===== src/rtl/sprite_reg_scheduler.sv =====
`default_nettype none
// ============================================================================
// sprite_reg_scheduler: shadow/active sprite registers with vblank-aligned
// commit, frame counter and run-cycle animation divider.
// Revision: 1.0
// ============================================================================
module sprite_reg_scheduler (
  input  logic        clk,
  input  logic        reset_n,
  input  logic        chipselect,
  input  logic        write,
  input  logic [8:0]  address,
  input  logic [31:0] writedata,
  input  logic [9:0]  vcount,
  output logic [79:0] sprite_x,
  output logic [79:0] sprite_y,
  output logic [7:0]  sprite_en,
  output logic [1:0]  anim_phase,
  output logic        anim_toggle,
  output logic [15:0] frame_count,
  output logic        commit_pending,
  output logic        commit_done
);

  localparam logic [8:0] c_ADDR_EN     = 9'd16;
  localparam logic [8:0] c_ADDR_CTRL   = 9'd17;
  localparam logic [8:0] c_ADDR_PERIOD = 9'd18;
  localparam logic [9:0] c_VBLANK_LINE = 10'd480;

  typedef enum logic [1:0] {
    S_IDLE    = 2'd0,
    S_WAIT_VB = 2'd1,
    S_COMMIT  = 2'd2,
    S_DONE    = 2'd3
  } state_t;

  state_t      r_state;
  state_t      w_next_state;

  logic [9:0]  r_shx    [8];
  logic [9:0]  r_shy    [8];
  logic [9:0]  r_actx   [8];
  logic [9:0]  r_acty   [8];
  logic [7:0]  r_sh_en;
  logic [7:0]  r_act_en;
  logic        r_imm;
  logic [7:0]  r_period;
  logic [7:0]  r_div;
  logic [1:0]  r_phase;
  logic        r_toggle;
  logic [15:0] r_frame;
  logic [9:0]  r_vcount_prev;
  logic [3:0]  r_idx;
  logic        r_latch;
  logic        r_pending;
  logic        r_done;

  logic        w_wr;
  logic        w_req;
  logic        w_vb;
  logic        w_wr_x;
  logic        w_wr_y;
  logic        w_wr_en;
  logic        w_wr_period;
  logic [7:0]  w_period_eff;
  logic        w_div_hit;
  logic        w_unused;

  assign w_wr        = chipselect & write;
  assign w_wr_x      = w_wr && (address[8:3] == 6'd0);
  assign w_wr_y      = w_wr && (address[8:3] == 6'd1);
  assign w_wr_en     = w_wr && (address == c_ADDR_EN);
  assign w_wr_period = w_wr && (address == c_ADDR_PERIOD);
  assign w_req       = w_wr && (address == c_ADDR_CTRL) && writedata[0];
  assign w_vb        = (vcount == c_VBLANK_LINE) && (r_vcount_prev != c_VBLANK_LINE);
  assign w_period_eff = (r_period == 8'd0) ? 8'd1 : r_period;
  assign w_div_hit    = (r_div >= (w_period_eff - 8'd1));
  assign w_unused     = &{1'b0, writedata[31:10]};

  always_ff @(posedge clk or negedge reset_n) begin
    if (!reset_n) r_state <= S_IDLE;
    else          r_state <= w_next_state;
  end

  always_comb begin
    w_next_state = r_state;
    case (r_state)
      S_IDLE:    if (w_req) w_next_state = w_vb ? S_COMMIT : S_WAIT_VB;
      S_WAIT_VB: if (w_vb) w_next_state = S_COMMIT;
      S_COMMIT:  if (r_idx == 4'd8) w_next_state = S_DONE;
      S_DONE:    w_next_state = (r_latch || w_req) ? S_WAIT_VB : S_IDLE;
      default:   w_next_state = S_IDLE;
    endcase
  end

  // Flags follow the next state so they line up with the state register.
  always_ff @(posedge clk or negedge reset_n) begin
    if (!reset_n) begin
      r_pending <= 1'b0;
      r_done    <= 1'b0;
      r_latch   <= 1'b0;
      r_idx     <= 4'd0;
    end else begin
      r_pending <= (w_next_state == S_WAIT_VB) || (w_next_state == S_COMMIT);
      r_done    <= (w_next_state == S_DONE);
      if (r_state == S_COMMIT && w_req) r_latch <= 1'b1;
      else if (r_state == S_DONE)       r_latch <= 1'b0;
      r_idx <= (r_state == S_COMMIT) ? r_idx + 4'd1 : 4'd0;
    end
  end

  // Copies read shadow before this edge's bus write; an immediate-mode write
  // comes later in the block so it wins over a same-slot copy.
  always_ff @(posedge clk or negedge reset_n) begin
    if (!reset_n) begin
      for (int n = 0; n < 8; n++) begin
        r_shx[n]  <= 10'd0;
        r_shy[n]  <= 10'd0;
        r_actx[n] <= 10'd0;
        r_acty[n] <= 10'd0;
      end
      r_sh_en  <= 8'd0;
      r_act_en <= 8'd0;
      r_imm    <= 1'b0;
    end else begin
      if (r_state == S_COMMIT) begin
        if (r_idx[3]) begin
          r_act_en <= r_sh_en;
        end else begin
          r_actx[r_idx[2:0]] <= r_shx[r_idx[2:0]];
          r_acty[r_idx[2:0]] <= r_shy[r_idx[2:0]];
        end
      end
      if (w_wr_x) begin
        r_shx[address[2:0]] <= writedata[9:0];
        if (r_imm) r_actx[address[2:0]] <= writedata[9:0];
      end
      if (w_wr_y) begin
        r_shy[address[2:0]] <= writedata[9:0];
        if (r_imm) r_acty[address[2:0]] <= writedata[9:0];
      end
      if (w_wr_en) begin
        r_sh_en <= writedata[7:0];
        if (r_imm) r_act_en <= writedata[7:0];
      end
      if (w_wr && address == c_ADDR_CTRL) r_imm <= writedata[1];
    end
  end

  always_ff @(posedge clk or negedge reset_n) begin
    if (!reset_n) begin
      r_vcount_prev <= 10'd0;
      r_frame       <= 16'd0;
      r_period      <= 8'd6;
      r_div         <= 8'd0;
      r_phase       <= 2'd0;
      r_toggle      <= 1'b0;
    end else begin
      r_vcount_prev <= vcount;
      if (w_vb) r_frame <= r_frame + 16'd1;
      if (w_wr_period) begin
        r_period <= writedata[7:0];
        r_div    <= 8'd0;
      end else if (w_vb) begin
        if (w_div_hit) begin
          r_div    <= 8'd0;
          r_phase  <= (r_phase == 2'd2) ? 2'd0 : r_phase + 2'd1;
          r_toggle <= ~r_toggle;
        end else begin
          r_div <= r_div + 8'd1;
        end
      end
    end
  end

  for (genvar n = 0; n < 8; n++) begin : g_pack
    assign sprite_x[10*n +: 10] = r_actx[n];
    assign sprite_y[10*n +: 10] = r_acty[n];
  end

  assign sprite_en      = r_act_en;
  assign anim_phase     = r_phase;
  assign anim_toggle    = r_toggle;
  assign frame_count    = r_frame;
  assign commit_pending = r_pending;
  assign commit_done    = r_done;

endmodule
`default_nettype wire


===== config.mk =====
export PLATFORM = sky130hd
export DESIGN_NAME = sprite_reg_scheduler
export DESIGN_NICKNAME = d
export VERILOG_FILES = /design/src/rtl/sprite_reg_scheduler.sv
export SDC_FILE = /design/constraint.sdc
export NUM_CORES = 1
export LEC_CHECK = 0
export ABC_AREA = 1
export CORE_UTILIZATION = 55
export CTS_BUF_LIST = sky130_fd_sc_hd__clkbuf_8
export DETAILED_ROUTE_END_ITERATION = 10
export GPL_TIMING_DRIVEN = 0
export PLACE_DENSITY = 0.79
export SLEW_MARGIN = 5
export SYNTH_ARGS = -nofsm -noshare
export SYNTH_HDL_FRONTEND = slang
export SYNTH_SLANG_ARGS = --single-unit

===== constraint.sdc =====
create_clock -name clk -period 4.35 [get_ports clk]
set_input_delay 0.87 -clock clk [delete_from_list [all_inputs] [get_ports clk]]
set_output_delay 0.87 -clock clk [all_outputs]
set_load 0.05 [all_outputs]

==> results by group, run 1 <==
Power and ir drop
  – Max rail drop VDD: 0.000211 V
  – Leak: 11.9 nW
  – Pwr dens: 319 nW/um^2
  – Pwr Total: 7.50 mW

Global routing
  – GR Layer Usage met1: 47.4%
  – Initial antenna violation count: 0
  – Vias in the first global route: 17700
  – First-pass GRT wire length: 95.8 mm
  – GR Overflow Total: 0
  – Gr usage total: 34.2%
  – Most used routing layer: met2
  – Pin count of the biggest net entering global routing: 117
  – Met2 Usage GRT: 53.0%
  – Met3 Track Usage GR: 6.29%

Setup path
  – Critical Path Slowest Stage Cell: dfstp_2
  – Buf+Inv Stages, Crit Path: 2
  – Critical Path RT: 4.82 ns
  – Startpoint Class: flip-flop
  – CP endpoint kind: flip-flop
  – Cells along the critical path: inv_1 > nand2_1 > nor2_1 > a21oi_1 > ha_1 > nand2_1 > xor2_1 > inv_1 > ha_1 > nand2_1 > nor2_1 > nand4_1 > nand3_1 > nand2_1 > nand2_1 > nand2_1
  – Crit Path Category: flip-flop to flip-flop
  – CP Max Fanout: 10
  – Worst path arrival time: 3.51 ns
  – Crit path top cell by count: nand2_1
  – Crit path max-delay family: simple AND/OR/NAND/NOR gates
  – CP max stage delay: 0.56 ns

CTS
  – Clk Latency, worst-skew pair: 0.58 ns
  – CTS max path bufs: 3
  – TritonCTS clock tree: done
  – Hold_buf cts: 0
  – Clock transition at path regs: 0.06 ns
  – Num CTS Buffers: 68
  – Clk root buf: clkbuf_8
  – Number of H-tree levels: 3
  – Post-CTS Setup Inserts: 0
  – CTS Sinks: 391
  – Post_cts resized: 0

Yosys
  – Syn_nets: 2563
  – Mapped cell area: 19400 sq um
  – Top cells by area, synth: dfrtp_1 50%, nand2_1 18%, or2_2 5.7%
  – Number of synthesized flops with an enable pin: 0
  – Most numerous cell in the Yosys netlist: nand2_1
  – Async SR Flop Fraction: 100%
  – Synth Area per Inst: 7.76 sq um
  – Post-synthesis sequential area ratio: 50.6%
  – FF+latch count, synth: 391
  – Syn Inst Count: 2494
  – Post-synthesis cell type with the largest combined area: dfrtp_1
  – Yosys top cell area share: 50.3%
  – Top cells by instance count after synthesis: 913 x nand2_1, 389 x dfrtp_1, 203 x nand3_1
  – Primary FF master, synth: dfrtp_1
  – Synthesis Warnings: 0
  – Synth unique cells: 34

Routing
  – DRT iter0 DRCs: 2228
  – ANT nets after route: 0
  – TritonRoute pass-1 iters: 6
  – # DRC: 0
  – Via Count: 18400
  – Via-to-Cell Ratio: 5.59
  – Wire per inst: 18.5 um
  – Final WL: 60.6 mm

STA
  – RSZ-0062 raised after global routing: no
  – Final worst slack: 1.31 ns
  – Final Cycle Share: 69.9%
  – Setup violators final: 0
  – Max Clk Rate: 0.329 GHz
  – Slew Limit Fails: 0
  – Final hold violations: 0
  – Tmin final: 3.04 ns
  – Worst Skew: 0.0237 ns
  – Worst Tran Pin Value: 0.893 ns
  – Rel. slew slack: 40.4%

Die
  – Chip height: 190 um
  – Top-Level Pins: 244
  – Initial Utilization: 55.9%
  – Die area: 36000 sq um
  – Die W: 190 um
  – Core box area: 34600 sq um
  – # rows: 68

Placed design
  – # placed instances: 3163
  – HPWL after DPL: 42.7 mm
  – I/O Buffers: 211
  – Final GP Congestion: 0.972
  – Dpl ws: 1.27 ns
  – Cell Area, Placed: 22100 sq um

Final layout
  – Antenna diodes: 0
  – Nets: 2847
  – Final instance area: 23500 sq um
  – Area delta synth->final: 21.5%
  – Core Util, Final: 67.9%
  – Share of cells above drive strength 1: 13.6%
  – Fillers: 2810
  – Non-filler cells, final: 3281

Run status
  – Run status: complete, no violations

Flow run
  – Max Cap Violations: 0

Worst hold path
  – Worst min path class: primary input to asynchronous set/reset pin
## worst paths after layout
| check | from | to | slack, ns | cells after the start |
|---|---|---|---|---|
| worst max-delay path | r_period[2] | anim_toggle | 1.31 | 16 |
| worst min-delay path | reset_n | r_vcount_prev[6] | 0.29 | 1 |
| worst max register to register | r_period[2] | anim_toggle | 1.31 | 16 |
| worst min register to register | r_shy[68] | r_shy[68] | 0.48 | 2 |
| max in group asynchronous | reset_n | r_shx[73] | 2.57 | 3 |
| min in group clk | r_shy[68] | r_shy[68] | 0.48 | 2 |
## cells by family (layout without fill, tap and decap cells)
group | after synthesis | count (layout) | share of synthesized area [%]
adders and majority gates | 14 | 14 | 0.905
DFF | 391 | 391 | 50.6
and+or+nand+nor | 1535 | 1535 | 34.9
buffers and inverters | 271 | 603 | 5.69
xor gates and xnor gates | 19 | 19 | 0.860
AOI/OAI and AO/OA | 264 | 264 | 7.12
## flip-flops by register name (all words and copies together) (netlist names), 2 cells and up
| name | cells |
|---|---|
| anim_phase | 2 |
| frame_count | 16 |
| r_div | 8 |
| r_idx | 4 |
| r_period | 8 |
| r_sh_en | 8 |
| r_shx | 80 |
| r_shy | 80 |
| r_state | 2 |
| r_vcount_prev | 10 |
| sprite_en | 8 |
| sprite_x | 80 |
| sprite_y | 80 |
## metrics by stage
stage / hold WS (ns) / TNS [ns]
2_1_floorplan: 0.445 / 0
3_3_place_gp: 0.459 / -5621.29
6_report: 0.293 / 0
3_5_place_dp: 0.467 / 0
4_1_cts: 0.298 / 0
5_1_grt: 0.324 / 0
## cell usage in the layout (no fill, tap or decap), types with 4 or more instances in the layout
master	synthesis	routed
o21ai_0	186	186
nor2_4	18	18
xor2_1	11	11
clkdlybuf4s50_1	0	210
nor3_2	8	8
clkbuf_1	90	90
nor2_2	8	8
o21ai_1	51	51
nand4_1	7	7
buf_1	4	4
clkbuf_8	0	95
or2_0	6	6
nor2_1	181	181
inv_1	103	123
a21oi_1	5	5
xnor2_1	8	8
nor3_1	8	8
dfrtp_1	389	389
buf_4	6	6
or2_2	175	175
ha_1	14	14
buf_2	44	44
clkinv_1	8	8
nand2_1	913	913
o211ai_1	20	20
inv_2	15	15
nand3_1	203	203
## where the power goes
| group | total, mW | internal, mW | switching (mW) |
|---|---|---|---|
| sequential | 3.70 | 3.68 | 0.0224 |
| combinational | 0.376 | 0.0902 | 0.286 |
| clock | 3.43 | 1.92 | 1.50 |
| total | 7.50 | 5.69 | 1.81 |
## per-layer routing
metal | routed length, um | up-vias
li1 | - | 8430
met1 | 24400 | 8715
met2 | 27500 | 1037
met3 | 6390 | 170
met4 | 2250 | 0
met5 | 0 | -
## layout make-up
cell class	count	area [sq um]	area share (%)
plain buffers	145	629	2.68
inverters	126	473	2.01
clock buffers	95	1310	5.56
repair buffers	214	2200	9.35
multi-input cells	1832	8470	36.0
flip-flops and latches	391	9790	41.6
clock inverters	23	90.1	0.383
well taps	455	569	2.42
Note: power is estimated with default switching activity, not from simulation.
==> run 2: changes to the inputs <==
==> constraint.sdc (replaced) <==
create_clock -name clk -period 2.8 [get_ports clk]
set_input_delay 0.56 -clock clk [delete_from_list [all_inputs] [get_ports clk]]
set_output_delay 0.56 -clock clk [all_outputs]
set_load 0.05 [all_outputs]
==> run 2 against run 1 <==
  * Total power increased by 56%
  * Hold slack improved by 0.13 ns
  * Combinational power up 72%
  * Maximum frequency is 13% higher
  * Cell count grew 0.27%
  * Utilization grew 0.32 points
  * Critical path depth grew 1
==> results by group, run 2 (synthesized netlist as in run 1, its figures left out) <==
Global routing
  – Met3 Track Usage GR: 6.29% (unchanged)
  – Vias in the first global route: 17700 (about the same)
  – First-pass GRT wire length: 95.8 mm (about the same)
  – Pin count of the biggest net entering global routing: 117 (unchanged)
  – Met2 Usage GRT: 53.1% (was 53.0%)
  – Initial antenna violation count: 0 (unchanged)
  – GR Overflow Total: 0 (unchanged)
  – Most used routing layer: met2 (unchanged)
  – Gr usage total: 34.2% (about the same)
  – GR Layer Usage met1: 47.4% (unchanged)

Power and ir drop
  – Leak: 12.0 nW (was 11.9 nW)
  – Pwr dens: 495 nW/um^2 (was 319 nW/um^2)
  – Max rail drop VDD: 0.000327 V (was 0.000211 V)

STA
  – Rel. slew slack: 40.1% (was 40.4%)
  – Slew Limit Fails: 0 (unchanged)
  – Max Clk Rate: 0.372 GHz (was 0.329 GHz)
  – Worst Tran Pin Value: 0.898 ns (was 0.893 ns)
  – Final Cycle Share: 96.0% (was 69.9%)
  – Final worst slack: 0.111 ns (was 1.31 ns)
  – Setup violators final: 0 (unchanged)
  – Final hold violations: 0 (unchanged)
  – Worst Skew: 0.0251 ns (was 0.0237 ns)
  – Tmin final: 2.69 ns (was 3.04 ns)

Setup path
  – Critical Path RT: 3.28 ns (was 4.82 ns)
  – CP endpoint kind: flip-flop (unchanged)
  – Startpoint Class: flip-flop (unchanged)
  – Crit Path Category: flip-flop to flip-flop (unchanged)
  – CP Max Fanout: 6 (was 10)
  – Worst path arrival time: 3.16 ns (was 3.51 ns)

Placed design
  – Cell Area, Placed: 22100 sq um (unchanged)
  – Final GP Congestion: 0.972 (unchanged)
  – I/O Buffers: 211 (unchanged)
  – HPWL after DPL: 42.7 mm (unchanged)
  – Dpl ws: -0.190 ns (was 1.27 ns)

Final layout
  – Nets: 2856 (was 2847)
  – Area delta synth->final: 22.1% (was 21.5%)
  – Area of the multi-input gates: 8510 sq um (was 8470 sq um)
  – Most frequent cells in the layout: 911 x nand2_1, 389 x dfrtp_1, 210 x clkdlybuf4s50_1 (was 913 x nand2_1, 389 x dfrtp_1, 210 x clkdlybuf4s50_1)
  – Seq. cell area: 9790 sq um (unchanged)
  – Antenna diodes: 0 (unchanged)
  – Final instance area: 23600 sq um (was 23500 sq um)
  – Most common cell after layout, fill and taps aside: nand2_1 (unchanged)
  – Core Util, Final: 68.3% (was 67.9%)
  – Fillers: 2797 (was 2810)
  – Share of cells above drive strength 1: 14.2% (was 13.6%)

Die
  – Top-Level Pins: 244 (unchanged)
  – Die area: 36000 sq um (unchanged)
  – # rows: 68 (unchanged)
  – Initial Utilization: 55.9% (unchanged)
  – Die W: 190 um (unchanged)
  – Chip height: 190 um (unchanged)
  – Core box area: 34600 sq um (unchanged)

Routing
  – Final WL: 60.7 mm (was 60.6 mm)
  – DRT iter0 DRCs: 2217 (was 2228)
  – Via Count: 18500 (was 18400)
  – Wire per inst: 18.5 um (about the same)
  – # DRC: 0 (unchanged)
  – ANT nets after route: 0 (unchanged)
  – Via-to-Cell Ratio: 5.61 (was 5.59)
  – TritonRoute pass-1 iters: 8 (was 6)

Flow run
  – Max Cap Violations: 0 (unchanged)

CTS
  – TritonCTS clock tree: done (unchanged)
  – Clock transition at path regs: 0.05 ns (was 0.06 ns)
  – Clk Latency, worst-skew pair: 0.59 ns (was 0.58 ns)
  – Num CTS Buffers: 68 (unchanged)
  – CTS Sinks: 391 (unchanged)
  – CTS max path bufs: 3 (unchanged)
  – Number of H-tree levels: 3 (unchanged)
  – Clk root buf: clkbuf_8 (unchanged)

Worst hold path
  – Worst min path class: primary input to flip-flop (was primary input to asynchronous set/reset pin)

Run status
  – Run status: complete, no violations (unchanged)
-- run 2: changes by cell type in the layout (fill, tap and decap cells not counted), sizes merged --
cell,change
buf,+8
dlygate4sd3,+1
-- run 2: where the power goes --
part | switching (mW) | internal [mW]
combinational | 0.469 | 0.179
sequential | 0.0348 | 5.71
clock | 2.32 | 2.99
total | 2.83 | 8.88
-- run 2: path summary, 6_finish.rpt --
path	startpoint	end	slack, ns	cells after the start
setup / recovery	r_period[2]	r_div[5]	0.11	17
hold / removal	writedata[9]	sprite_y[69]	0.42	3
setup reg to reg	r_period[2]	r_div[5]	0.11	17
hold reg to reg	r_shy[68]	r_shy[68]	0.48	2
max in group asynchronous	reset_n	r_shx[73]	0.74	4
min in group asynchronous	reset_n	r_vcount_prev[6]	0.57	2
-- run 2: stage by stage --
step,setup TNS (ns),hold slack (ns),instances,power (mW)
global placement,-6106.13,0.459,3160,6.41
detailed placement,-1.01,0.467,3163,6.43
floorplan,0,0.264,2494,6.10
global route,-0.335,0.403,3290,12.1
finish,0,0.421,3290,11.7
CTS,0,0.382,3282,11.7
-- run 2: cell type report --
type | instances | area share (%)
Sequential cell | 391 | 41.4
Multi-Input combinational cell | 1832 | 36.0
Timing Repair Buffer | 223 | 9.62
Clock buffer | 95 | 5.53
Buffer | 145 | 2.66
Tap cell | 455 | 2.41
Inverter | 126 | 2.00
Clock inverter | 23 | 0.381
-- run 2: timing repair --
item,4_1_cts,5_1_grt
buffers inserted,0,8
endpoints found under the setup margin,9,11
gates resized for setup,2,12
endpoints found under the hold margin,3,0
hold buffers,1,0
pin swaps,0,8
-- run 2: metal layers --
| metal | part of all wire (%) | vias up |
|---|---|---|
| met4 | 3.8 | 0 |
| li1 | - | 8453 |
| met1 | 41 | 8812 |
| met2 | 45 | 1034 |
| met5 | 0 | - |
| met3 | 10 | 173 |
-- run 2: critical path, stage by stage, from the launching register on --
cell and delay, ns:
dfstp_2 0.56, inv_2 0.05, nand2_2 0.06, nor2_2 0.05
a21oi_2 0.23, ha_2 0.26, nand2_1 0.07, xor2_1 0.15
inv_1 0.06, ha_1 0.28, nand2_1 0.08, nor2_2 0.12
nand4_1 0.19, nand3_4 0.16, buf_6 0.13, nor2_1 0.04
nand2_1 0.04, nand2_1 0.05
